--- src/rtl/riscv_pkg.sv ---
// Shared RV32I decode definitions: opcodes, ALU/operand/writeback/LSU encodings,
// the registered decode bundle and the queue entry format.
package riscv_pkg;

  localparam logic [6:0] OPC_LOAD     = 7'h03;
  localparam logic [6:0] OPC_MISC_MEM = 7'h0f;
  localparam logic [6:0] OPC_OP_IMM   = 7'h13;
  localparam logic [6:0] OPC_AUIPC    = 7'h17;
  localparam logic [6:0] OPC_STORE    = 7'h23;
  localparam logic [6:0] OPC_OP       = 7'h33;
  localparam logic [6:0] OPC_LUI      = 7'h37;
  localparam logic [6:0] OPC_BRANCH   = 7'h63;
  localparam logic [6:0] OPC_JALR     = 7'h67;
  localparam logic [6:0] OPC_JAL      = 7'h6f;
  localparam logic [6:0] OPC_SYSTEM   = 7'h73;

  localparam logic [4:0] ALU_ADD    = 5'd0;
  localparam logic [4:0] ALU_SUB    = 5'd1;
  localparam logic [4:0] ALU_XOR    = 5'd2;
  localparam logic [4:0] ALU_OR     = 5'd3;
  localparam logic [4:0] ALU_AND    = 5'd4;
  localparam logic [4:0] ALU_SLL    = 5'd5;
  localparam logic [4:0] ALU_SRL    = 5'd6;
  localparam logic [4:0] ALU_SRA    = 5'd7;
  localparam logic [4:0] ALU_SLT    = 5'd8;
  localparam logic [4:0] ALU_SLTU   = 5'd9;
  localparam logic [4:0] ALU_EQ     = 5'd10;
  localparam logic [4:0] ALU_NE     = 5'd11;
  localparam logic [4:0] ALU_LT     = 5'd12;
  localparam logic [4:0] ALU_GE     = 5'd13;
  localparam logic [4:0] ALU_LTU    = 5'd14;
  localparam logic [4:0] ALU_GEU    = 5'd15;
  // M-extension codes are {2'b10, funct3}.
  localparam logic [4:0] ALU_MUL    = 5'b10000;
  localparam logic [4:0] ALU_MULH   = 5'b10001;
  localparam logic [4:0] ALU_MULHSU = 5'b10010;
  localparam logic [4:0] ALU_MULHU  = 5'b10011;
  localparam logic [4:0] ALU_DIV    = 5'b10100;
  localparam logic [4:0] ALU_DIVU   = 5'b10101;
  localparam logic [4:0] ALU_REM    = 5'b10110;
  localparam logic [4:0] ALU_REMU   = 5'b10111;

  localparam logic [1:0] OP_A_REG_A   = 2'd0;
  localparam logic [1:0] OP_A_CURR_PC = 2'd1;
  localparam logic [1:0] OP_A_ZERO    = 2'd2;

  localparam logic [2:0] OP_B_REG_B   = 3'd0;
  localparam logic [2:0] OP_B_IMM_I   = 3'd1;
  localparam logic [2:0] OP_B_IMM_S   = 3'd2;
  localparam logic [2:0] OP_B_IMM_B   = 3'd3;
  localparam logic [2:0] OP_B_IMM_U   = 3'd4;
  localparam logic [2:0] OP_B_IMM_J   = 3'd5;
  localparam logic [2:0] OP_B_INCR_PC = 3'd6;

  localparam logic WB_ALU = 1'b0;
  localparam logic WB_LSU = 1'b1;

  localparam logic [2:0] LDST_B  = 3'b000;
  localparam logic [2:0] LDST_H  = 3'b001;
  localparam logic [2:0] LDST_W  = 3'b010;
  localparam logic [2:0] LDST_BU = 3'b100;
  localparam logic [2:0] LDST_HU = 3'b101;

  typedef struct packed {
    logic [1:0] op_a_sel;
    logic [2:0] op_b_sel;
    logic [4:0] alu_op;
    logic       mem_req;
    logic       mem_we;
    logic [2:0] mem_size;
    logic       gpr_we;
    logic       wb_src_sel;
    logic       illegal;
    logic       branch;
    logic       jal;
    logic       jalr;
  } decode_bundle_t;

  localparam decode_bundle_t ILLEGAL_BUNDLE = '{
    op_a_sel: OP_A_CURR_PC, op_b_sel: OP_B_IMM_U, alu_op: ALU_ADD,
    mem_req: 1'b0, mem_we: 1'b0, mem_size: LDST_B, gpr_we: 1'b0,
    wb_src_sel: WB_ALU, illegal: 1'b1, branch: 1'b0, jal: 1'b0, jalr: 1'b0};

  localparam decode_bundle_t RESET_BUNDLE = '{
    op_a_sel: OP_A_CURR_PC, op_b_sel: OP_B_IMM_U, alu_op: ALU_ADD,
    mem_req: 1'b0, mem_we: 1'b0, mem_size: LDST_B, gpr_we: 1'b0,
    wb_src_sel: WB_ALU, illegal: 1'b0, branch: 1'b0, jal: 1'b0, jalr: 1'b0};

  typedef struct packed {
    logic [31:0] pc;
    logic [31:0] instr;
  } fetch_entry_t;

  // Integer ALU op for OP / OP_IMM; alt selects SUB/SRA (instr[30]).
  function automatic logic [4:0] alu_arith(input logic [2:0] funct3, input logic alt);
    logic [4:0] op;
    case (funct3)
      3'b000:  op = alt ? ALU_SUB : ALU_ADD;
      3'b001:  op = ALU_SLL;
      3'b010:  op = ALU_SLT;
      3'b011:  op = ALU_SLTU;
      3'b100:  op = ALU_XOR;
      3'b101:  op = alt ? ALU_SRA : ALU_SRL;
      3'b110:  op = ALU_OR;
      default: op = ALU_AND;
    endcase
    return op;
  endfunction

endpackage

--- src/rtl/decoder_core_riscv.sv ---
// Combinational RV32I decoder: instruction word in, decode_bundle_t out.
// Define DECODER_RV32M_EN to accept the RV32M encodings of OP.
module decoder_core_riscv
  import riscv_pkg::*;
(
  input  logic [31:0]    instr_i,
  output decode_bundle_t bundle_o
);

  logic [6:0] opcode;
  logic [2:0] funct3;
  logic [6:0] funct7;
  logic       rsvd_zero;

  assign opcode    = instr_i[6:0];
  assign funct3    = instr_i[14:12];
  assign funct7    = instr_i[31:25];
  // FENCE.I is only accepted with its imm/rs1/rd fields zero.
  assign rsvd_zero = (instr_i[31:15] == '0) && (instr_i[11:7] == '0);

  // NOTE: every always_comb output gets a default first so no path can infer a latch.
  always_comb begin
    bundle_o = ILLEGAL_BUNDLE;
    case (opcode)
      OPC_LOAD: begin
        if (funct3 inside {LDST_B, LDST_H, LDST_W, LDST_BU, LDST_HU}) begin
          bundle_o.illegal    = 1'b0;
          bundle_o.op_a_sel   = OP_A_REG_A;
          bundle_o.op_b_sel   = OP_B_IMM_I;
          bundle_o.mem_req    = 1'b1;
          bundle_o.mem_size   = funct3;
          bundle_o.gpr_we     = 1'b1;
          bundle_o.wb_src_sel = WB_LSU;
        end
      end
      OPC_STORE: begin
        if (funct3 inside {LDST_B, LDST_H, LDST_W}) begin
          bundle_o.illegal  = 1'b0;
          bundle_o.op_a_sel = OP_A_REG_A;
          bundle_o.op_b_sel = OP_B_IMM_S;
          bundle_o.mem_req  = 1'b1;
          bundle_o.mem_we   = 1'b1;
          bundle_o.mem_size = funct3;
        end
      end
      OPC_OP_IMM: begin
        if ((funct3 != 3'b001 && funct3 != 3'b101) ||
            (funct3 == 3'b001 && funct7 == 7'b0000000) ||
            (funct3 == 3'b101 && (funct7 == 7'b0000000 || funct7 == 7'b0100000))) begin
          bundle_o.illegal  = 1'b0;
          bundle_o.op_a_sel = OP_A_REG_A;
          bundle_o.op_b_sel = OP_B_IMM_I;
          bundle_o.alu_op   = alu_arith(funct3, (funct3 == 3'b101) && funct7[5]);
          bundle_o.gpr_we   = 1'b1;
        end
      end
      OPC_OP: begin
        if (funct7 == 7'b0000000 ||
            (funct7 == 7'b0100000 && (funct3 == 3'b000 || funct3 == 3'b101))) begin
          bundle_o.illegal  = 1'b0;
          bundle_o.op_a_sel = OP_A_REG_A;
          bundle_o.op_b_sel = OP_B_REG_B;
          bundle_o.alu_op   = alu_arith(funct3, funct7[5]);
          bundle_o.gpr_we   = 1'b1;
        end
`ifdef DECODER_RV32M_EN
        else if (funct7 == 7'b0000001) begin
          bundle_o.illegal  = 1'b0;
          bundle_o.op_a_sel = OP_A_REG_A;
          bundle_o.op_b_sel = OP_B_REG_B;
          bundle_o.alu_op   = {2'b10, funct3};
          bundle_o.gpr_we   = 1'b1;
        end
`endif
      end
      OPC_LUI: begin
        bundle_o.illegal  = 1'b0;
        bundle_o.op_a_sel = OP_A_ZERO;
        bundle_o.gpr_we   = 1'b1;
      end
      OPC_AUIPC: begin
        bundle_o.illegal = 1'b0;
        bundle_o.gpr_we  = 1'b1;
      end
      OPC_BRANCH: begin
        bundle_o.alu_op = ALU_EQ;
        if (funct3 != 3'b010 && funct3 != 3'b011) begin
          bundle_o.illegal  = 1'b0;
          bundle_o.op_a_sel = OP_A_REG_A;
          bundle_o.op_b_sel = OP_B_REG_B;
          bundle_o.branch   = 1'b1;
          case (funct3)
            3'b000:  bundle_o.alu_op = ALU_EQ;
            3'b001:  bundle_o.alu_op = ALU_NE;
            3'b100:  bundle_o.alu_op = ALU_LT;
            3'b101:  bundle_o.alu_op = ALU_GE;
            3'b110:  bundle_o.alu_op = ALU_LTU;
            default: bundle_o.alu_op = ALU_GEU;
          endcase
        end
      end
      OPC_JAL: begin
        bundle_o.illegal  = 1'b0;
        bundle_o.op_b_sel = OP_B_INCR_PC;
        bundle_o.gpr_we   = 1'b1;
        bundle_o.jal      = 1'b1;
      end
      OPC_JALR: begin
        if (funct3 == 3'b000) begin
          bundle_o.illegal  = 1'b0;
          bundle_o.op_b_sel = OP_B_INCR_PC;
          bundle_o.gpr_we   = 1'b1;
          bundle_o.jalr     = 1'b1;
        end
      end
      OPC_MISC_MEM: begin
        if (funct3 == 3'b000 || (funct3 == 3'b001 && rsvd_zero)) begin
          bundle_o.illegal  = 1'b0;
          bundle_o.op_a_sel = OP_A_REG_A;
          bundle_o.op_b_sel = OP_B_IMM_I;
        end
      end
      // SYSTEM (ECALL/EBREAK, and CSR ops which this core lacks) takes the trap path.
      OPC_SYSTEM: bundle_o = ILLEGAL_BUNDLE;
      default:    bundle_o = ILLEGAL_BUNDLE;
    endcase
  end

endmodule

--- src/rtl/decoder_stage_riscv.sv ---
// Buffered RV32I decode stage: DEPTH-entry fetch queue, registered decode bundle,
// flush and saturating illegal counter. RV32M decode via DECODER_RV32M_EN.
module decoder_stage_riscv
  import riscv_pkg::*;
#(
  parameter int DEPTH = 2,
  parameter int CNT_W = 16
) (
  input  logic             clk_i,
  input  logic             rst_ni,
  input  logic             flush_i,
  input  logic             instr_valid_i,
  output logic             instr_ready_o,
  input  logic [31:0]      instr_i,
  input  logic [31:0]      pc_i,
  output logic             dec_valid_o,
  input  logic             dec_ready_i,
  output logic [31:0]      dec_pc_o,
  output logic [31:0]      dec_instr_o,
  output logic [1:0]       ex_op_a_sel_o,
  output logic [2:0]       ex_op_b_sel_o,
  output logic [4:0]       alu_op_o,
  output logic             mem_req_o,
  output logic             mem_we_o,
  output logic [2:0]       mem_size_o,
  output logic             gpr_we_a_o,
  output logic             wb_src_sel_o,
  output logic             illegal_instr_o,
  output logic             branch_o,
  output logic             jal_o,
  output logic             jalr_o,
  output logic [CNT_W-1:0] illegal_cnt_o
);

  localparam int               PTR_W   = $clog2(DEPTH);
  localparam logic [PTR_W:0]   FULL    = (PTR_W + 1)'(DEPTH);
  localparam logic [PTR_W-1:0] PTR_ONE = PTR_W'(1);
  localparam logic [PTR_W:0]   CNT_ONE = (PTR_W + 1)'(1);

  fetch_entry_t     mem [DEPTH];
  logic [PTR_W-1:0] wr_ptr, rd_ptr;
  logic [PTR_W:0]   count;
  fetch_entry_t     head;
  decode_bundle_t   head_bundle, bundle_q;
  logic             dec_valid_q;
  logic [31:0]      pc_q, instr_q;
  logic [CNT_W-1:0] cnt_q;
  logic             push, pop, out_hs;

  assign instr_ready_o = (count != FULL) && !flush_i;
  assign push          = instr_valid_i && instr_ready_o;
  assign pop           = (count != '0) && (!dec_valid_q || dec_ready_i);
  assign out_hs        = dec_valid_q && dec_ready_i;
  assign head          = mem[rd_ptr];

  // NOTE: queue storage has no reset; count alone says which entries are meaningful.
  always_ff @(posedge clk_i) begin
    if (push) mem[wr_ptr] <= '{pc: pc_i, instr: instr_i};
  end

  // NOTE: sequential state uses non-blocking assignments so every register samples pre-edge values.
  always_ff @(posedge clk_i or negedge rst_ni) begin
    if (!rst_ni) begin
      wr_ptr <= '0;
      rd_ptr <= '0;
      count  <= '0;
    end else if (flush_i) begin
      wr_ptr <= '0;
      rd_ptr <= '0;
      count  <= '0;
    end else begin
      if (push) wr_ptr <= wr_ptr + PTR_ONE;
      if (pop)  rd_ptr <= rd_ptr + PTR_ONE;
      case ({push, pop})
        2'b10:   count <= count + CNT_ONE;
        2'b01:   count <= count - CNT_ONE;
        default: count <= count;
      endcase
    end
  end

  decoder_core_riscv u_core (
    .instr_i  (head.instr),
    .bundle_o (head_bundle)
  );

  always_ff @(posedge clk_i or negedge rst_ni) begin
    if (!rst_ni) begin
      dec_valid_q <= 1'b0;
      bundle_q    <= RESET_BUNDLE;
      pc_q        <= '0;
      instr_q     <= '0;
    end else if (flush_i) begin
      dec_valid_q <= 1'b0;
    end else if (pop) begin
      dec_valid_q <= 1'b1;
      bundle_q    <= head_bundle;
      pc_q        <= head.pc;
      instr_q     <= head.instr;
    end else if (out_hs) begin
      dec_valid_q <= 1'b0;
    end
  end

  // A handshake in a flush cycle still delivered its bundle, so it still counts.
  always_ff @(posedge clk_i or negedge rst_ni) begin
    if (!rst_ni) begin
      cnt_q <= '0;
    end else if (out_hs && bundle_q.illegal && (cnt_q != '1)) begin
      cnt_q <= cnt_q + CNT_W'(1);
    end
  end

  assign dec_valid_o     = dec_valid_q;
  assign dec_pc_o        = pc_q;
  assign dec_instr_o     = instr_q;
  assign ex_op_a_sel_o   = bundle_q.op_a_sel;
  assign ex_op_b_sel_o   = bundle_q.op_b_sel;
  assign alu_op_o        = bundle_q.alu_op;
  assign mem_req_o       = bundle_q.mem_req;
  assign mem_we_o        = bundle_q.mem_we;
  assign mem_size_o      = bundle_q.mem_size;
  assign gpr_we_a_o      = bundle_q.gpr_we;
  assign wb_src_sel_o    = bundle_q.wb_src_sel;
  assign illegal_instr_o = bundle_q.illegal;
  assign branch_o        = bundle_q.branch;
  assign jal_o           = bundle_q.jal;
  assign jalr_o          = bundle_q.jalr;
  assign illegal_cnt_o   = cnt_q;

endmodule

--- config.mk ---
export PLATFORM = sky130hd
export DESIGN_NAME = decoder_stage_riscv
export DESIGN_NICKNAME = d
export VERILOG_FILES = /design/src/rtl/riscv_pkg.sv /design/src/rtl/decoder_core_riscv.sv /design/src/rtl/decoder_stage_riscv.sv
export SDC_FILE = /design/constraint.sdc
export NUM_CORES = 1
export LEC_CHECK = 0
export BUFFER_PORTS_ARGS = -buffer_cell sky130_fd_sc_hd__buf_2
export CORE_AREA = 3 3 160 177
export DETAILED_ROUTE_END_ITERATION = 12
export DIE_AREA = 0 0 163 180
export PLACE_DENSITY_LB_ADDON = 0.12
export SLEW_MARGIN = 10
export SYNTH_ARGS = -nofsm -noshare
export SYNTH_HDL_FRONTEND = slang
export SYNTH_SLANG_ARGS = --single-unit
--- constraint.sdc ---
create_clock -name clk_i -period 4.1 [get_ports clk_i]
set_input_delay 0.82 -clock clk_i [delete_from_list [all_inputs] [get_ports clk_i]]
set_output_delay 0.82 -clock clk_i [all_outputs]
set_load 0.02 [all_outputs]
# Yosys cells after proc, flatten, opt, wreduce, memory -nomap -nowiden

Memories as Yosys holds them, arrays and structs flattened.
Cells that the tools add are included.

Muxes and demuxes: 49
$add $sub $neg: 5
Equal/unequal tests: 25
Reductions and logical operators: 36
Bitwise logic cells: 1

Operators with widths:

| cell                                                             | number |
|---|---|
| 5-bit case mux with 7 select lines                               | 2 |
| 7-bit by 6-bit == test with 1-bit output (second input constant) | 4 |
| 1-bit 2-to-1 mux                                                 | 27 |
| 9-bit 2-to-1 mux                                                 | 3 |
| 3-bit case mux with 8 select lines                               | 1 |
| 7-bit == test (second input constant)                            | 3 |
| 17-bit zero test                                                 | 1 |
| 16-bit by 1-bit adder with 16-bit output (second input constant) | 1 |
| 16-bit != test (second input constant)                           | 1 |
| 3-bit case mux with 5 select lines                               | 1 |
| 5-bit case mux with 3 select lines                               | 1 |
| 7-bit by 5-bit == test with 1-bit output (second input constant) | 2 |
| 1-bit logical AND                                                | 14 |
| 2-bit case mux with 7 select lines                               | 1 |
| 4-bit 2-to-1 mux                                                 | 3 |
| 3-bit == test (second input constant)                            | 3 |
| 3-bit nonzero test                                               | 3 |
| 1-bit case mux with 8 select lines                               | 1 |
| 7-bit by 2-bit == test with 1-bit output (second input constant) | 1 |
| 7-bit by 4-bit == test with 1-bit output (second input constant) | 1 |
| 7-bit zero test                                                  | 1 |
| 1-bit logical OR                                                 | 7 |
| 3-bit by 2-bit == test with 1-bit output (second input constant) | 2 |
| 2-bit 2-to-1 mux                                                 | 3 |
| 24 further kinds                                                 | 29 |

Memory bits (writable): 128
Input port bits: 69
Logic and storage cells: 136
Output and inout port bits: 103
Register bits: 106
Memories kept: 1

Memories:

| memory | words | bits a word | rd ports | clocked after Yosys merged registers in | write ports | RTL line                  | RTL |
|---|---|---|---|---|---|---|---|
| mem    | 2     | 64          | 1        | 0                                       | 1           | decoder_stage_riscv.sv:40 | `fetch_entry_t mem [DEPTH];` |

# Depth between registers and ports, before layout

Gate-level depths: netlist (run 1).
An unclocked memory read counts as a cell.

Depth after elaboration: 7
Gate-level depth with buffers: 9
Depth with buffers taken out: 7

# Hierarchy

From an unflattened synthesis (run 1), not the netlist that was laid out.

Cell total of the unflattened synthesis: 622
Area, all modules: 9313.9 um2

Modules (own cells, without submodules):

| module              | area an instance (um2) | times used | cells each | seq. area each (um2) |
|---|---|---|---|---|
| decoder_stage_riscv | 8724.6                 | 1          | 520        | 6498.7 |
| decoder_core_riscv  | 589.3                  | 1          | 102        | 0.0 |

# Worst setup path after synthesis (run 1)

No wires, ideal clock.

Path kind: input -> register
From: input flush_i
To: memory mem[0][0] (netlist name) (enable)
Slack: -0.575 ns
Stages: 4
Data required time: 3.614 ns
Path buffers: 1
Setup time: 0.486 ns
Data arrival time: 4.188 ns
Cell sequence: clkbuf_1 > a21oi_1 > nand2_1 > nor2_1

Longest elaborated chain between the ends: 5

RTL lines:

| element                                | RTL line                  | RTL |
|---|---|---|
| start, declared                        | decoder_stage_riscv.sv:11 | `input logic flush_i,` |
| 1-bit zero test                        | decoder_stage_riscv.sv:50 | `assign instr_ready_o = (count != FULL) && !flush_i;` |
| 1-bit logical AND                      | decoder_stage_riscv.sv:50 |  |
| via instr_ready_o                      | decoder_stage_riscv.sv:13 | `output logic instr_ready_o,` |
| 1-bit logical AND                      | decoder_stage_riscv.sv:51 | `assign push = instr_valid_i && instr_ready_o;` |
| 1-bit 2-to-1 mux                       | decoder_stage_riscv.sv:58 | `if (push) mem[wr_ptr] <= '{pc: pc_i, instr: instr_i};` |
| 1-bit 2-to-1 mux (implied by the code) | decoder_stage_riscv.sv:58 |  |
| end, declared                          | decoder_stage_riscv.sv:40 |  |

The timed path passes the listed nets, and every way through them passes these cells.

# Worst setup path after layout (run 1)

From: register rd_ptr
To: register bundle_q (netlist bit illegal_instr_o)

Longest elaborated chain between the ends: 7
Elaborated cells between the ends (all ways): 48
Classes of those cells: 19 x eq/ne; 8 x mux; 20 x reduce/logical; 1 x memory

RTL lines:

| element                                   | RTL line                                                                      | RTL |
|---|---|---|
| start, declared                           | decoder_stage_riscv.sv:41                                                     | `logic [PTR_W-1:0] wr_ptr, rd_ptr;` |
| start signal, assigned                    | decoder_stage_riscv.sv:73                                                     | `if (pop) rd_ptr <= rd_ptr + PTR_ONE;` |
| memory read 2 x 64 bit *                  | --                                                                            |  |
| 17-bit zero test (tied with other cells)  | decoder_core_riscv.sv:19                                                      | `assign rsvd_zero = (instr_i[31:15] == '0) && (instr_i[11:7] == '0);` |
| 1-bit logical AND (tied with other cells) | decoder_core_riscv.sv:19                                                      |  |
| 1-bit logical AND (tied with other cells) | decoder_core_riscv.sv:117                                                     | `if (funct3 == 3'b000 \|\| (funct3 == 3'b001 && rsvd_zero)) begin` |
| 1-bit logical OR (on tied branches)       | decoder_core_riscv.sv:117, decoder_core_riscv.sv:48, decoder_core_riscv.sv:58 |  |
| 1-bit 2-to-1 mux (on tied branches)       | decoder_core_riscv.sv:117, decoder_core_riscv.sv:47, decoder_core_riscv.sv:58 |  |
| 1-bit case mux with 8 select lines *      | decoder_core_riscv.sv:24                                                      | `case (opcode)` |
| end signal, assigned                      | decoder_stage_riscv.sv:97                                                     | `bundle_q <= head_bundle;` |
| end, declared                             | decoder_stage_riscv.sv:44                                                     | `decode_bundle_t head_bundle, bundle_q;` |

Every way passes the cells marked *; elsewhere a longest branch is shown, timed or not.
A chain may end at the register's enable or synchronous reset.

==> reports/results.ini, run 1 <==
[outcome]
outcome=complete, no violations

[placement]
gp_congestion=0.811
place.port_buffers=170
dp_hpwl_um=15000

[global_route]
grtUsageTotal_pct=15.0
grt_pass1_wl_um=34900
grt_max_degree=67
met3_usage_pct=3.27
met2_usage_pct=23.5
first_global_vias=6079
grt_use_met1_pct=21.4
overflow=0
busiest_layer=met2
antenna_found_initial=2

[critical_path]
critPathLaunchType=flop
crit_chain=or3b_1 > or4_1 > a222oi_1 > nor2_1 > a221oi_2 > a21oi_1
cpPeakStageDelay_ns=0.85
r2r_setup_slack_ns=1.25
r2r_start=rd_ptr
r2r_cells=6
slowest_stage=dfrtp_4
critPathCaptureType=flop
cp_max_fo=55
arrival_ns=3.24
crit_type=flop to flop
cp.required_ns=4.49
reg2reg_to=illegal_instr_o

[power_and_ir_drop]
p_leak_nw=4.62
ir_worst_vdd_mv=0.265
powerDensity_nw_per_um2=528

[synthesis]
synth-seq-area-share_pct=69.9
synth_ff_type=edfxtp_1
synth_seq_cells=233
yosysUniqueCellTypes=54
syn-cell-area_um2=9270
yosysWarnings=0
syn_avg_cell_area_um2=13.0
ys_async_sr_fraction_pct=45.1
synth_enable_flop_cells=128
synth_fp_nets=780
syn_inst=710

[floorplanning]
start_util_pct=34.6
core_region_area_um2=26800
die-width_um=163
rows=63
die-area_um2=29300
dieHeight_um=180
ios=172

[timing]
period_share_pct=69.5
period_needed_ns=2.85
timing.setup.tns_ns=0
fmax_mhz=351
finalHoldViolations=0
tightest_slew_ns=0.986
slew_headroom_pct=34.3
finClkSkew_ns=0.00959
rsz0062_at_grt=false
setup_viol=0
maxSlewViolCount=0

[clock_network]
htreeDepth=1
cts.clk_slew.worst_paths_ns=0.06
cts_tree=built
clockBufferDepth=3
cts_num_sinks=233
cts_resized=0
ctsHoldBuffers=0
postCtsSetupBuffers=0
worstSkewPairLatency_ns=0.52
cts_buffers=26
cts-root-buf=clkbuf_16

[finish]
final_util_pct=42.4
fin_nets=955
fillers=2631
antenna_cells=0
area_growth_pct=22.6
drive_gt1_share_pct=24.9

[drt]
avgRoutedWirePerCell_um=17.6
drc_errors=0
wl_um=22200
via_count=6081
drt-pass1-iter-count=5
drtIter0Drc=474
drt-vias-per-instance=4.82
postRouteAntennaNets=0

[hold_path]
min-delay-path-class=primary input to asynchronous set/reset pin

[flow_run]
maxCapViolCount=0

-- worst max-delay path, delay by kind of cell, from the launching register on --
family / cells / cell delay, ns
AND/OR/NAND/NOR: 3 / 0.99
AO/OA/AOI/OAI: 3 / 0.86
flip-flops: 1 / 0.85
-- state kept, by name, summed over array words and instances, names as in the netlist, 2 cells and up --
signal	cells
illegal_cnt_o	16
mem_size_o	3
ex_op_b_sel_o	3
ex_op_a_sel_o	2
alu_op_o	4
mem	128
dec_instr_o	32
dec_pc_o	32
count	2
-- how the worst max path moves through the flow --
| stage | start | end | slack [ns] | cells after the start |
|---|---|---|---|---|
| global route | rd_ptr | illegal_instr_o | 1.06 | 6 |
| CTS | rd_ptr | illegal_instr_o | 1.24 | 6 |
| finish | rd_ptr | illegal_instr_o | 1.25 | 6 |
| global placement | rd_ptr | illegal_instr_o | 1.35 | 6 |
| floorplan | flush_i | mem[0][0] | 0.48 | 4 |
| detailed placement | rd_ptr | illegal_instr_o | 1.27 | 6 |
-- kinds of logic (layout without fill, tap and decap cells) --
| group | count (synthesis) | after routing | synth area share, % |
|---|---|---|---|
| fa+ha+maj | 1 | 1 | 0.135 |
| xor+xnor | 18 | 18 | 1.70 |
| flops | 233 | 233 | 69.9 |
| simple gates | 226 | 226 | 11.4 |
| buf+inv | 36 | 230 | 1.67 |
| other cells | 1 | 1 | 0.0405 |
| compound gates | 138 | 138 | 8.99 |
| mux | 57 | 57 | 6.16 |
-- synth_stat cells, drive strengths merged, types with 6 or more instances --
master | number | share of area [%]
a21oi | 15 | 0.81
a31oi | 7 | 0.47
and3 | 6 | 0.41
buf | 14 | 0.78
clkbuf | 17 | 0.69
dfrtp | 103 | 28
edfxtp | 128 | 41
mux2i | 57 | 6.2
nand2 | 112 | 4.5
nand2b | 12 | 0.81
nand3 | 18 | 0.97
nand4 | 8 | 0.54
nor2 | 27 | 1.1
nor3 | 8 | 0.43
nor4 | 8 | 0.54
o21ai | 73 | 3.9
o22ai | 8 | 0.54
o31ai | 9 | 0.73
xnor2 | 14 | 1.3
-- per-layer routing --
metal | vias up | part of all wire [%]
met5 | - | 0.090
met4 | 4 | 2.0
met3 | 38 | 6.2
met2 | 170 | 47
met1 | 2912 | 45
li1 | 2957 | -
-- where the power goes --
group	internal (W)	total (W)	switching [W]	leakage [nW]
combinational	0.000316	0.000917	0.000600	1.70
sequential	0.00272	0.00288	0.000158	2.52
clock	0.00130	0.00220	0.000904	0.400
-- through the flow --
| stage | hold slack, ns | instance area (µm²) | std cells | setup slack (ns) | total power [W] |
|---|---|---|---|---|---|
| finish | 0.370 | 11400 | 1261 | 1.25 | 0.00599 |
| global route | 0.425 | 11400 | 1261 | 1.06 | 0.00632 |
| CTS | 0.395 | 11400 | 1261 | 1.24 | 0.00610 |
| detailed placement | 0.464 | 10500 | 1214 | 1.27 | 0.00386 |
| global placement | 0.450 | 10500 | 1214 | 1.35 | 0.00385 |
| floorplan | 0.491 | 9270 | 710 | 0.477 | 0.00346 |
-- placed cells by master (no fill, tap or decap), drive strengths merged, types with 3 or more instances in the layout --
cell      n
clkinv   11
o221ai    3
nor4      8
nand3    18
inv       5
a211oi    3
buf     178
and2      4
nand2b   12
xnor2    14
nor2b     3
nand2   112
nor2     27
o22ai     8
a31oi     7
o31ai     9
mux2i    57
or2       5
o21ai    73
dfrtp   103
nand4     8
a21o      3
clkbuf   33
a21oi    15
and3      6
o21a      3
nand3b    5
nor3      8
edfxtp  128
xor2      4
-- layout make-up --
class	instances	area [µm²]	area share (%)
repair buffers	178	951	8.37
inverters	5	18.8	0.165
multi-input cells	441	2650	23.3
well taps	357	447	3.93
flip-flops and latches	233	6480	57.0
clock inverters	14	98.8	0.870
clock buffers	33	718	6.32
Power figures use the tool's default switching activity.
==> run 2, diff against run 1 <==
==> constraint.sdc (replaced) <==
create_clock -name clk_i -period 2.75 [get_ports clk_i]
set_input_delay 0.55 -clock clk_i [delete_from_list [all_inputs] [get_ports clk_i]]
set_output_delay 0.55 -clock clk_i [all_outputs]
set_load 0.02 [all_outputs]
==> reports/results.ini, run 2 (synthesis results as in run 1) <==
[outcome]
outcome=complete, no violations

[drt]
via_count=6107
drc_errors=0
postRouteAntennaNets=0
wl_um=22000
drt-vias-per-instance=4.80
avgRoutedWirePerCell_um=17.3
drtIter0Drc=332
drt-pass1-iter-count=5

[timing]
timing.setup.tns_ns=0
fmax_mhz=396
setup_viol=0
tightest_slew_ns=0.714
slew_headroom_pct=52.4
finalHoldViolations=0
period_share_pct=91.8
finClkSkew_ns=0.0122
period_needed_ns=2.52
maxSlewViolCount=0
rsz0062_at_grt=false

[clock_network]
ctsHoldBuffers=0
cts_resized=0
cts_tree=built
cts_buffers=26
clockBufferDepth=3
cts-root-buf=clkbuf_16
worstSkewPairLatency_ns=0.52
postCtsSetupBuffers=0
htreeDepth=1
cts.clk_slew.worst_paths_ns=0.06
cts_num_sinks=233

[power_and_ir_drop]
ir_worst_vdd_mv=0.407
p_leak_nw=4.67
powerDensity_nw_per_um2=775

[flow_run]
maxCapViolCount=0

[critical_path]
cpPeakStageDelay_ns=0.54
cp.required_ns=3.14
crit_type=flop to flop
r2r_setup_slack_ns=0.23
critPathLaunchType=flop
reg2reg_to=illegal_instr_o
slowest_stage=dfrtp_4
arrival_ns=2.91
crit_chain=or3_1 > or4_1 > a222oi_1 > nor2_1 > a221oi_2 > a21oi_1
cp_max_fo=8
r2r_cells=6
critPathCaptureType=flop
r2r_start=rd_ptr

[global_route]
overflow=0
grt_pass1_wl_um=34700
first_global_vias=6074
grtUsageTotal_pct=14.9
grt_max_degree=65
antenna_found_initial=1

[finish]
layout_common_cells=169 x buf_2, 128 x edfxtp_1, 112 x nand2_1, 102 x dfrtp_1, 62 x o21ai_0
stdcell_area_um2=11500
largest_register_ffs=128
drive_gt1_share_pct=25.5
antenna_cells=0
final_common_cell=buf_2
fin_nets=965
area_growth_pct=23.8
largest-register=mem

[floorplanning]
core_region_area_um2=26800
start_util_pct=34.6
rows=63
dieHeight_um=180
ios=172
die-width_um=163
die-area_um2=29300

[placement]
placed_cell_area_um2=10700
gp_congestion=0.845
place.port_buffers=170
dp_hpwl_um=15100

[hold_path]
min-delay-path-class=primary input to asynchronous set/reset pin

run 2: changes by cell type in the layout (fill, tap and decap cells not counted), sizes merged:
cell | previous run | this run
buf | 178 | 188
clkbuf | 33 | 37
bufinv | 1 | 0
clkinv | 11 | 10
clkinvlp | 2 | 1
run 2: worst max-delay path by stage:
stage / cells after the start / endpoint / startpoint
2_1_floorplan: 4 / mem[0][0] / flush_i
3_3_place_gp: 6 / illegal_instr_o / rd_ptr
3_5_place_dp: 6 / illegal_instr_o / rd_ptr
4_1_cts: 6 / illegal_instr_o / rd_ptr
5_1_grt: 6 / ex_op_a_sel_o[0] / rd_ptr
6_report: 6 / illegal_instr_o / rd_ptr
run 2: power by group:
part | internal, W | leakage, nW | switching [W]
logic | 0.000498 | 1.77 | 0.000930
registers | 0.00405 | 2.52 | 0.000199
clock network | 0.00187 | 0.392 | 0.00133
total | 0.00642 | 4.67 | 0.00246
run 2: layout make-up:
| type | instances | area [µm²] |
|---|---|---|
| Clock buffer | 37 | 743 |
| Clock inverter | 11 | 52.6 |
| Fill cell | 2602 | 15300 |
| Inverter | 5 | 18.8 |
| Multi-Input combinational cell | 441 | 2650 |
| Sequential cell | 233 | 6480 |
| Tap cell | 357 | 447 |
| Timing Repair Buffer | 188 | 1080 |
run 2: per-stage QoR:
stage / worst slack [ns] / hold WS (ns) / std cells / utilization [%] / power [W]
final: 0.226 / 0.00978 / 1272 / 42.8 / 0.00888
after CTS: 0.260 / 0.0193 / 1272 / 42.8 / 0.00904
after detailed placement: 0.284 / 0.463 / 1224 / 39.8 / 0.00578
after floorplan: 0.0724 / 0.254 / 710 / - / 0.00516
after global placement: 0.312 / 0.451 / 1224 / 39.8 / 0.00577
after global routing: 0.0759 / 0.0476 / 1272 / 42.8 / 0.00933
run 2: critical path: cells and delay by family, from the launching register on:
kind,cells,cell delay [ns]
AOI/OAI and AO/OA,3,0.87
DFF,1,0.54
and+or+nand+nor,3,0.97
run 2: routing by layer:
| metal | vias to the layer above | track usage (%) | wire [µm] |
|---|---|---|---|
| li1 | 2980 | - | - |
| met1 | 2930 | 20.8 | 10100 |
| met2 | 159 | 24.1 | 10400 |
| met3 | 36 | 2.88 | 1160 |
| met4 | 2 | 3.55 | 425 |
| met5 | - | 0 | 13 |
==> run 3, diff against run 2 <==
--- a/config.mk
+++ b/config.mk
@@ -5,10 +5,11 @@
 export SDC_FILE = /design/constraint.sdc
 export NUM_CORES = 1
 export LEC_CHECK = 0
+export ABC_AREA = 1
 export BUFFER_PORTS_ARGS = -buffer_cell sky130_fd_sc_hd__buf_2
-export CORE_AREA = 3 3 160 177
+export CORE_AREA = 3 3 161 179
 export DETAILED_ROUTE_END_ITERATION = 12
-export DIE_AREA = 0 0 163 180
+export DIE_AREA = 0 0 164 182
 export PLACE_DENSITY_LB_ADDON = 0.12
 export SLEW_MARGIN = 10
 export SYNTH_ARGS = -nofsm -noshare
==> reports/results.ini, run 3 <==
[synthesis]
syn-cell-area_um2=9490
synth_area_leader_cell=edfxtp_1
syn_avg_cell_area_um2=10.8
synth_enable_flop_cells=128
synth_ff_type=edfxtp_1
yosysWarnings=0
syn_inst=880
synth-seq-area-share_pct=68.2
synth_fp_nets=950
yosysUniqueCellTypes=44
yosys-top-cells-area=edfxtp_1 41%, dfrtp_1 27%, nand2_1 9.8%
synth_common_cells=248 x nand2_1, 128 x edfxtp_1, 103 x dfrtp_1, 101 x nor2_1, 61 x inv_1
synth_seq_cells=233
ys_async_sr_fraction_pct=45.1
synth.most_common_cell=nand2_1
synth_top_cell_area_share_pct=40.5

[floorplanning]
dieHeight_um=182
core_region_area_um2=27000
start_util_pct=35.1
rows=63
die-area_um2=29800
die-width_um=164
ios=172

[placement]
gp_congestion=0.843
dp_hpwl_um=14800
place.port_buffers=170
placed_cell_area_um2=10800
pre_cts_ws_ns=0.435

[power_and_ir_drop]
p_leak_nw=5.26
p_sw_share_pct=36.4
p_seq_share_pct=41.9
p_clk_share_pct=27.2
internal_power_w=0.00741
powerDensity_nw_per_um2=1010
p_sw_w=0.00425
p_comb_share_pct=30.9
ir_worst_vdd_mv=0.608

[clock_network]
ctsHoldBuffers=0
cts_buffers=26
cts_resized=0
cts_tree=built
postCtsSetupBuffers=0
clockBufferDepth=3
htreeDepth=1
worstSkewPairLatency_ns=0.52
cts_num_sinks=233
cts.clk_slew.worst_paths_ns=0.06
cts-root-buf=clkbuf_16

[global_route]
grt_max_degree=88
overflow=0
first_global_vias=6320
grtUsageTotal_pct=14.8
grt_pass1_wl_um=34800
antenna_found_initial=3

[drt]
drc_errors=0
drtIter0Drc=393
wl_um=22000
drt-pass1-iter-count=4
postRouteAntennaNets=0
via_count=6492
drt-vias-per-instance=4.52
avgRoutedWirePerCell_um=15.3

[flow_run]
maxCapViolCount=0

[outcome]
violations=hold timing
outcome=finished with violations

[critical_path]
cp_max_fo=40
r2r_cells=12
crit_chain=buf_4 > nand2_1 > nand2_1 > nand2_1 > nor2_2 > nand2_1 > nor2_1 > nand2_1 > nand3_1 > nand2_2 > nor2_4 > a21oi_1
arrival_ns=2.73
crit_type=flop to flop
reg2reg_to=illegal_instr_o
crit_path_start=rd_ptr
crit_path_frequent_cell=nand2_1
r2r_start=rd_ptr
cp.required_ns=3.15
critical_path_buf_inv_count=1
critPathLaunchType=flop
r2r_setup_slack_ns=0.42
cpLargestDelayFamily=simple AND/OR/NAND/NOR gates
cpPeakStageDelay_ns=0.52
slowest_stage=dfrtp_4
critPathCaptureType=flop

[hold_path]
min-delay-path-class=primary input to asynchronous set/reset pin

[timing]
finClkSkew_ns=0.0192
tightest_slew_ns=0.818
fmax_mhz=429
whs_ns=-0.00481
rsz0062_at_grt=false
finalHoldViolations=4
period_needed_ns=2.33
finalWorstSetupSlack_ns=0.421
period_share_pct=84.7
maxSlewViolCount=0
slew_headroom_pct=45.5
setup_viol=0

[finish]
fin_nets=1129
final_common_cell=nand2_1
largest_register_ffs=128
area_growth_pct=21.6
layout_common_cells=248 x nand2_1, 169 x buf_2, 128 x edfxtp_1, 102 x dfrtp_1, 99 x nor2_1
drive_gt1_share_pct=24.8
antenna_cells=0
stdcell_area_um2=11500
largest-register=mem

[run 3: cell types whose count changed in the layout (fill, tap and decap cells not counted), sizes merged, moves of 7 or more]
cell / delta
mux2i: -57
inv: +67
nand3: +12
nand2: +149
nand2b: -12
o22ai: -7
o31ai: +25
o21ai: -23
nor4: -7
nor2: +84
xnor2: -7
[run 3: area by class of cell]
class	instances	area (µm²)
flip-flops and latches	233	6480
inverters	73	280
multi-input cells	541	2560
well taps	357	447
fillers	2635	15500
repair buffers	184	996
clock inverters	7	30.0
clock buffers	41	748
[run 3: how the worst max path moves through the flow]
stage	endpoint	slack [ns]	cells after the start
6_report	illegal_instr_o	0.42	12
5_1_grt	ex_op_a_sel_o[0]	0.16	12
4_1_cts	illegal_instr_o	0.42	12
3_5_place_dp	illegal_instr_o	0.43	12
3_3_place_gp	illegal_instr_o	0.42	12
2_1_floorplan	mem[0][0]	-0.50	3
[run 3: power by group through the flow]
stage	clock [W]	combinational, W	sequential [W]
detailed placement	0	0.00369	0.00496
CTS	0.00329	0.00369	0.00490
floorplan	0	0.00184	0.00554
global placement	0	0.00365	0.00496
finish	0.00317	0.00360	0.00489
global route	0.00347	0.00405	0.00498
[run 3: metal layers]
layer / part of all wire [%] / up-vias / track usage, %
li1: - / 3267 / -
met4: 1.7 / 6 / 3.62
met3: 6.1 / 32 / 3.42
met2: 48 / 149 / 24.5
met1: 44 / 3038 / 19.7
met5: 0.19 / - / 0
[run 3: logic make-up (layout without fill, tap and decap cells)]
kind of cell,Yosys count,in the layout,synth area share [%]
AND/OR/NAND/NOR,424,424,18.7
other,1,1,0.0395
XOR/XNOR,15,15,1.39
flip-flops,233,233,68.2
adder cells (fa/ha/maj),1,1,0.132
AO/OA/AOI/OAI,100,100,6.58
buffers and inverters,106,305,4.92
[run 3: through the flow]
stage / utilization [%] / TNS, ns / power, W / instances
floorplan: - / -64.58 / 0.00738 / 880
global placement: 39.8 / 0 / 0.00862 / 1388
detailed placement: 39.8 / 0 / 0.00865 / 1388
CTS: 42.7 / 0 / 0.0119 / 1436
global route: 42.7 / 0 / 0.0125 / 1436
finish: 42.7 / 0 / 0.0117 / 1436
[run 3: worst register-to-register path, delay by kind of cell, from the launching register on]
| kind | cells | cell delay [ns] |
|---|---|---|
| buffers and inverters | 1 | 0.44 |
| flip-flops | 1 | 0.52 |
| AND/OR/NAND/NOR | 10 | 1.19 |
| AO/OA/AOI/OAI | 1 | 0.08 |
